<file path="src/rtl/rgb_led_arbiter_pkg.sv">
`default_nettype none
// +------------------------------------------------------------------+
// | rgb_led_arbiter_pkg : state encodings, colours, 27 MHz periods    |
// | Revision 1.0                                                      |
// +------------------------------------------------------------------+
package rgb_led_arbiter_pkg;

   localparam logic [1:0] ST_IDLE = 2'd0;
   localparam logic [1:0] ST_HOLD = 2'd1;
   localparam logic [1:0] ST_OWN  = 2'd2;

   localparam logic [23:0] RGB_OFF = 24'h000000;

   localparam int unsigned CLK_HZ        = 27_000_000;
   localparam int unsigned MS_250_CYCLES = CLK_HZ / 4;

   function automatic int unsigned idx_width(input int unsigned n);
      return (n > 1) ? $clog2(n) : 1;
   endfunction

   // Hold counter must represent MIN_HOLD-1; a zero hold still needs one bit.
   function automatic int unsigned cnt_width(input int unsigned max_val);
      return (max_val > 0) ? $clog2(max_val + 1) : 1;
   endfunction

endpackage
`default_nettype wire

</file>
<file path="src/rtl/rgb_led_arbiter_prio_enc.sv">
`default_nettype none
// +------------------------------------------------------------------+
// | rgb_led_arbiter_prio_enc : find-first-set, index 0 wins           |
// | Revision 1.0                                                      |
// +------------------------------------------------------------------+
module rgb_led_arbiter_prio_enc
   import rgb_led_arbiter_pkg::*;
#(
   parameter int unsigned NUM_REQ = 4,
   parameter int unsigned IDX_W   = idx_width(NUM_REQ)
)(
   input  logic [NUM_REQ-1:0] req,
   output logic [NUM_REQ-1:0] onehot,
   output logic [IDX_W-1:0]   index,
   output logic               any
);

   always_comb begin
      onehot = '0;
      index  = '0;
      any    = 1'b0;
      for (int unsigned i = 0; i < NUM_REQ; i++) begin
         if (req[i] && !any) begin
            onehot[i] = 1'b1;
            index     = IDX_W'(i);
            any       = 1'b1;
         end
      end
   end

endmodule
`default_nettype wire

</file>
<file path="src/rtl/rgb_led_arbiter.sv">
`default_nettype none
// +------------------------------------------------------------------+
// | rgb_led_arbiter : fixed-priority sharing of one RGB status LED    |
// | with a minimum display time per newly granted colour. Rev 1.0     |
// +------------------------------------------------------------------+
module rgb_led_arbiter
   import rgb_led_arbiter_pkg::*;
#(
   parameter int unsigned NUM_REQ    = 4,
   parameter int unsigned MIN_HOLD   = MS_250_CYCLES,
   parameter logic [23:0] IDLE_RGB   = RGB_OFF,
   parameter logic        IDLE_BLINK = 1'b0
)(
   input  logic                  clk,
   input  logic                  n_rst,
   input  logic [NUM_REQ-1:0]    req,
   input  logic [24*NUM_REQ-1:0] req_rgb,
   input  logic [NUM_REQ-1:0]    req_blink,
   output logic [23:0]           rgb,
   output logic                  blink_en,
   output logic [NUM_REQ-1:0]    grant,
   output logic                  busy
);

   localparam int unsigned      IDX_W      = idx_width(NUM_REQ);
   localparam int unsigned      CNT_W      = cnt_width(MIN_HOLD);
   localparam logic [CNT_W-1:0] HOLD_LAST  = (MIN_HOLD > 0) ? CNT_W'(MIN_HOLD - 1) : '0;
   localparam logic [1:0]       ST_GRANTED = (MIN_HOLD > 0) ? ST_HOLD : ST_OWN;

   logic [1:0]         r_state;
   logic [IDX_W-1:0]   r_owner;
   logic [CNT_W-1:0]   r_cnt;

   logic [NUM_REQ-1:0] w_win_oh;
   logic [IDX_W-1:0]   w_win_idx;
   logic               w_any;
   logic               w_higher;
   logic               w_owner_req;
   logic [23:0]        w_colour [NUM_REQ];

   logic               w_take;
   logic               w_release;
   logic               w_follow;
   logic [1:0]         w_state_nxt;
   logic [IDX_W-1:0]   w_owner_nxt;
   logic [CNT_W-1:0]   w_cnt_nxt;
   logic [23:0]        w_rgb_nxt;
   logic               w_blink_nxt;
   logic [NUM_REQ-1:0] w_grant_nxt;

   rgb_led_arbiter_prio_enc #(
      .NUM_REQ (NUM_REQ),
      .IDX_W   (IDX_W)
   ) u_prio_enc (
      .req    (req),
      .onehot (w_win_oh),
      .index  (w_win_idx),
      .any    (w_any)
   );

   generate
      for (genvar g = 0; g < NUM_REQ; g++) begin : g_colour
         assign w_colour[g] = req_rgb[24*g +: 24];
      end
   endgenerate

   // The winner is the lowest set index, so it outranks the owner only if its index is smaller.
   assign w_higher    = w_any && (w_win_idx < r_owner);
   assign w_owner_req = req[r_owner];

   always_comb begin
      w_take    = 1'b0;
      w_release = 1'b0;
      w_follow  = 1'b0;
      w_state_nxt = r_state;
      w_owner_nxt = r_owner;
      w_cnt_nxt   = r_cnt;
      w_rgb_nxt   = rgb;
      w_blink_nxt = blink_en;
      w_grant_nxt = grant;

      case (r_state)
         ST_IDLE: begin
            w_take = w_any;
         end
         ST_HOLD: begin
            if (r_cnt == HOLD_LAST) begin
               if (w_owner_req && !w_higher) begin
                  w_state_nxt = ST_OWN;
                  w_follow    = 1'b1;
               end else if (w_any) begin
                  w_take = 1'b1;
               end else begin
                  w_release = 1'b1;
               end
            end else begin
               w_cnt_nxt = r_cnt + CNT_W'(1);
               w_follow  = w_owner_req;
            end
         end
         ST_OWN: begin
            if (w_higher) begin
               w_take = 1'b1;
            end else if (!w_owner_req) begin
               w_take    = w_any;
               w_release = !w_any;
            end else begin
               w_follow = 1'b1;
            end
         end
         default: begin
            w_release = 1'b1;
         end
      endcase

      if (w_take) begin
         w_state_nxt = ST_GRANTED;
         w_owner_nxt = w_win_idx;
         w_grant_nxt = w_win_oh;
         w_cnt_nxt   = '0;
         w_rgb_nxt   = w_colour[w_win_idx];
         w_blink_nxt = req_blink[w_win_idx];
      end
      if (w_release) begin
         w_state_nxt = ST_IDLE;
         w_grant_nxt = '0;
         w_cnt_nxt   = '0;
         w_rgb_nxt   = IDLE_RGB;
         w_blink_nxt = IDLE_BLINK;
      end
      if (w_follow) begin
         w_rgb_nxt   = w_colour[r_owner];
         w_blink_nxt = req_blink[r_owner];
      end
   end

   always_ff @(posedge clk or negedge n_rst) begin
      if (!n_rst) begin
         r_state  <= ST_IDLE;
         r_owner  <= '0;
         r_cnt    <= '0;
         rgb      <= IDLE_RGB;
         blink_en <= IDLE_BLINK;
         grant    <= '0;
         busy     <= 1'b0;
      end else begin
         r_state  <= w_state_nxt;
         r_owner  <= w_owner_nxt;
         r_cnt    <= w_cnt_nxt;
         rgb      <= w_rgb_nxt;
         blink_en <= w_blink_nxt;
         grant    <= w_grant_nxt;
         busy     <= (w_state_nxt != ST_IDLE);
      end
   end

endmodule
`default_nettype wire

</file>
<file path="config.mk">
export PLATFORM = sky130hd
export DESIGN_NAME = rgb_led_arbiter
export DESIGN_NICKNAME = d
export VERILOG_FILES = /design/src/rtl/rgb_led_arbiter_pkg.sv /design/src/rtl/rgb_led_arbiter_prio_enc.sv /design/src/rtl/rgb_led_arbiter.sv
export SDC_FILE = /design/constraint.sdc
export NUM_CORES = 1
export LEC_CHECK = 0
export CAP_MARGIN = 20
export CORE_MARGIN = 1
export CORE_UTILIZATION = 51
export CTS_BUF_LIST = sky130_fd_sc_hd__clkbuf_16
export CTS_CLUSTER_SIZE = 16
export DETAILED_ROUTE_END_ITERATION = 8
export HOLD_SLACK_MARGIN = 0.03
export PLACE_DENSITY = 0.87
export SLEW_MARGIN = 20
export SYNTH_ARGS = -nofsm -noshare
export SYNTH_HDL_FRONTEND = slang
export SYNTH_HIERARCHICAL = 1
export SYNTH_SLANG_ARGS = --single-unit
</file>
<file path="constraint.sdc">
create_clock -name clk -period 4.7 [get_ports clk]
set_input_delay 1.41 -clock clk [delete_from_list [all_inputs] [get_ports clk]]
set_output_delay 1.41 -clock clk [all_outputs]
set_load 0.005 [all_outputs]
</file>
==> results.yml <==
status:
  status: "completed"
min_path:
  hold_path.class: "flop to flop"
synth:
  yosysSeqAreaShare_pct: 33.2
  synthesis.nets: 450
  syn_inst: 338
  ys_seq_elements: 57
  syn_area_per_cell_um2: 12.7
  synth_cell_types: 48
  yosysWarnings: 6
  syn_area_um2: 4300
clocking:
  cts_root_buf: "clkbuf_16"
  cts_setup_buffers: 0
  clockBufferDepth: 2
  clock_latency_ns: 0.33
  cts_hold_buf: 0
  cts_resized: 0
  cts-buffers-inserted: 9
  clk_pin_slew_ns: 0.05
  h-tree-depth: 3
  cts_tree: "done"
  clock-sinks: 57
sta:
  setup_viol: 0
  clock_skew_ns: 0.00621
  fin_crit_ns: 3.75
  drv_slew: 0
  finalHoldViolations: 0
  rsz0062_at_grt: "no"
  relSlewSlack_pct: 41.2
  min_period_over_period_pct: 79.7
  holdWs_ns: 0.539
  timing.fmax_mhz: 267
  worst_pin_slew_ns: 0.883
  fin_setup_tns_ns: 0
global_route:
  grt_pass1_wl_um: 18500
  grt_max_degree: 33
  track_usage_pct: 28.1
  grt_overflow: 0
  antenna_found_initial: 0
  first_global_vias: 3873
floorplan:
  rows: 33
  die_area_um2: 8790
  io_pins: 136
  die_w_um: 93.8
  start_util_pct: 52.5
  core-area_um2: 8180
  die_y_um: 93.8
critical_path:
  worstPathArrival_ns: 3.95
  cpPeakStageDelay_ns: 0.55
  cp-end-kind: "flop"
  critPathLaunchType: "input pin"
  required_ns: 4.91
  worstSetupPathType: "input pin to flop"
  critical_path.slowest_cell: "clkdlybuf4s50_1"
  critPathMaxFanout: 30
  path_cells: "clkdlybuf4s50_1 > nor3_2 > ha_1 > a21oi_1 > o31ai_2 > nor2_4 > buf_4 > mux2_1 > a22o_1"
layout:
  final_common_cell: "clkdlybuf4s50_1"
  fillers: 529
  antenna_cells: 0
  nets: 580
  final_cell_area_um2: 5960
  fin_util_pct: 72.9
  drive_gt1_share_pct: 19.5
  layout_common_cells: "clkdlybuf4s50_1 (134), dfrtp_1 (56), mux4_2 (48), nor2_1 (34), a22o_1 (25)"
  area_growth_pct: 38.7
  seq_area_um2: 1430
  multiInputGateArea_um2: 2710
placed_design:
  gp_congestion: 0.838
  placed_area_um2: 5700
  dpl.hpwl_um: 8520
  port_buffers: 135
run:
  maxCapViolations: 0
drt:
  vias_per_cell: 6.16
  drc: 0
  vias: 3560
  ant_nets: 0
  dr.pass1.iters: 4
  wl_per_cell_um: 19.8
  totalWireLength_um: 11400
  drtIter0Drc: 151
power_and_ir_drop:
  peakVddDrop_v: 0.000234
  power.density_nw_per_um2: 471
  power.leakage_uw: 0.00232
  power_uw: 2810
## metal layers
layer | part of all wire, % | GRT usage, % | vias to the layer above
li1 | - | - | 1591
met1 | 37 | 31.2 | 1783
met2 | 53 | 50.0 | 156
met3 | 6.6 | 7.61 | 30
met4 | 2.8 | 12.3 | 0
met5 | 0 | 0 | -
## stage by stage
step | worst slack (ns) | std cells
4_1_cts | 0.962 | 578
5_1_grt | 0.798 | 578
3_3_place_gp | 0.753 | 562
3_5_place_dp | 0.618 | 562
2_1_floorplan | 1.12 | 338
6_report | 0.953 | 578
## cells by family after synthesis
| kind of cell | synth area share, % |
|---|---|
| flops | 33.2 |
| simple gates | 12.0 |
| buf+inv | 4.25 |
| mux | 35.7 |
| xor+xnor | 3.87 |
| fa+ha+maj | 1.75 |
| compound gates | 9.23 |
## final timing paths
kind / start / endpoint / slack (ns) / cells after the start
max: req[0] / rgb[9] / 0.95 / 9
max in group asynchronous: n_rst / rgb[9] / 2.76 / 2
min: r_cnt[22] / r_cnt[22] / 0.54 / 2
min reg2reg: r_cnt[22] / r_cnt[22] / 0.54 / 2
min in group asynchronous: n_rst / r_cnt[11] / 1.14 / 1
max reg2reg: r_owner[0] / rgb[9] / 1.65 / 7
## worst max-delay path: cells and delay by family
family / cells / cell delay, ns
buf+inv: 2 / 0.95
compound gates: 3 / 0.56
mux: 1 / 0.40
simple gates: 2 / 0.34
fa+ha+maj: 1 / 0.26
## layout make-up
cell class,count,area share (%)
Clock inverter,7,0.504
Sequential cell,57,24.0
Inverter,8,0.504
Timing Repair Buffer,143,23.6
Tap cell,105,2.20
Clock buffer,9,3.78
Multi-Input combinational cell,249,45.4
## sequential cells by signal (all words and copies together) (netlist names)
register  flops
r_owner       2
busy          1
blink_en      1
grant         4
r_cnt        23
r_state       2
rgb          24
## report_power, final
group,switching [uW],internal [uW],leakage (uW),total [uW]
Sequential,175,660,0.000725,835
Clock,217,345,0.000133,562
Combinational,575,834,0.00147,1410
Total,968,1840,0.00232,2810
## synthesized netlist by cell type, drive strengths merged
| master | instances | area share, % |
|---|---|---|
| a2111o | 1 | 0.26 |
| a211oi | 2 | 0.35 |
| a21oi | 10 | 1.7 |
| a22o | 25 | 5.1 |
| and2 | 3 | 0.44 |
| and3 | 3 | 0.44 |
| and4 | 2 | 0.41 |
| buf | 16 | 2.9 |
| clkbuf | 8 | 0.70 |
| dfrtp | 57 | 33 |
| ha | 6 | 1.7 |
| inv | 8 | 0.70 |
| mux2 | 27 | 7.5 |
| mux2i | 5 | 1.2 |
| mux4 | 51 | 27 |
| nand2 | 9 | 0.79 |
| nand2b | 2 | 0.47 |
| nand3 | 10 | 1.3 |
| nand4 | 10 | 1.5 |
| nor2 | 36 | 3.6 |
| nor2b | 1 | 0.15 |
| nor3 | 10 | 1.4 |
| nor4 | 1 | 0.15 |
| nor4b | 2 | 0.70 |
| o211a | 1 | 0.23 |
| o211ai | 1 | 0.17 |
| o21ai | 4 | 0.47 |
| o21bai | 1 | 0.17 |
| o31ai | 2 | 0.79 |
| or2b | 1 | 0.17 |
| or3 | 4 | 0.58 |
| xnor2 | 6 | 1.2 |
| xor2 | 13 | 2.7 |
No activity file was read; power rests on OpenSTA's default activity.
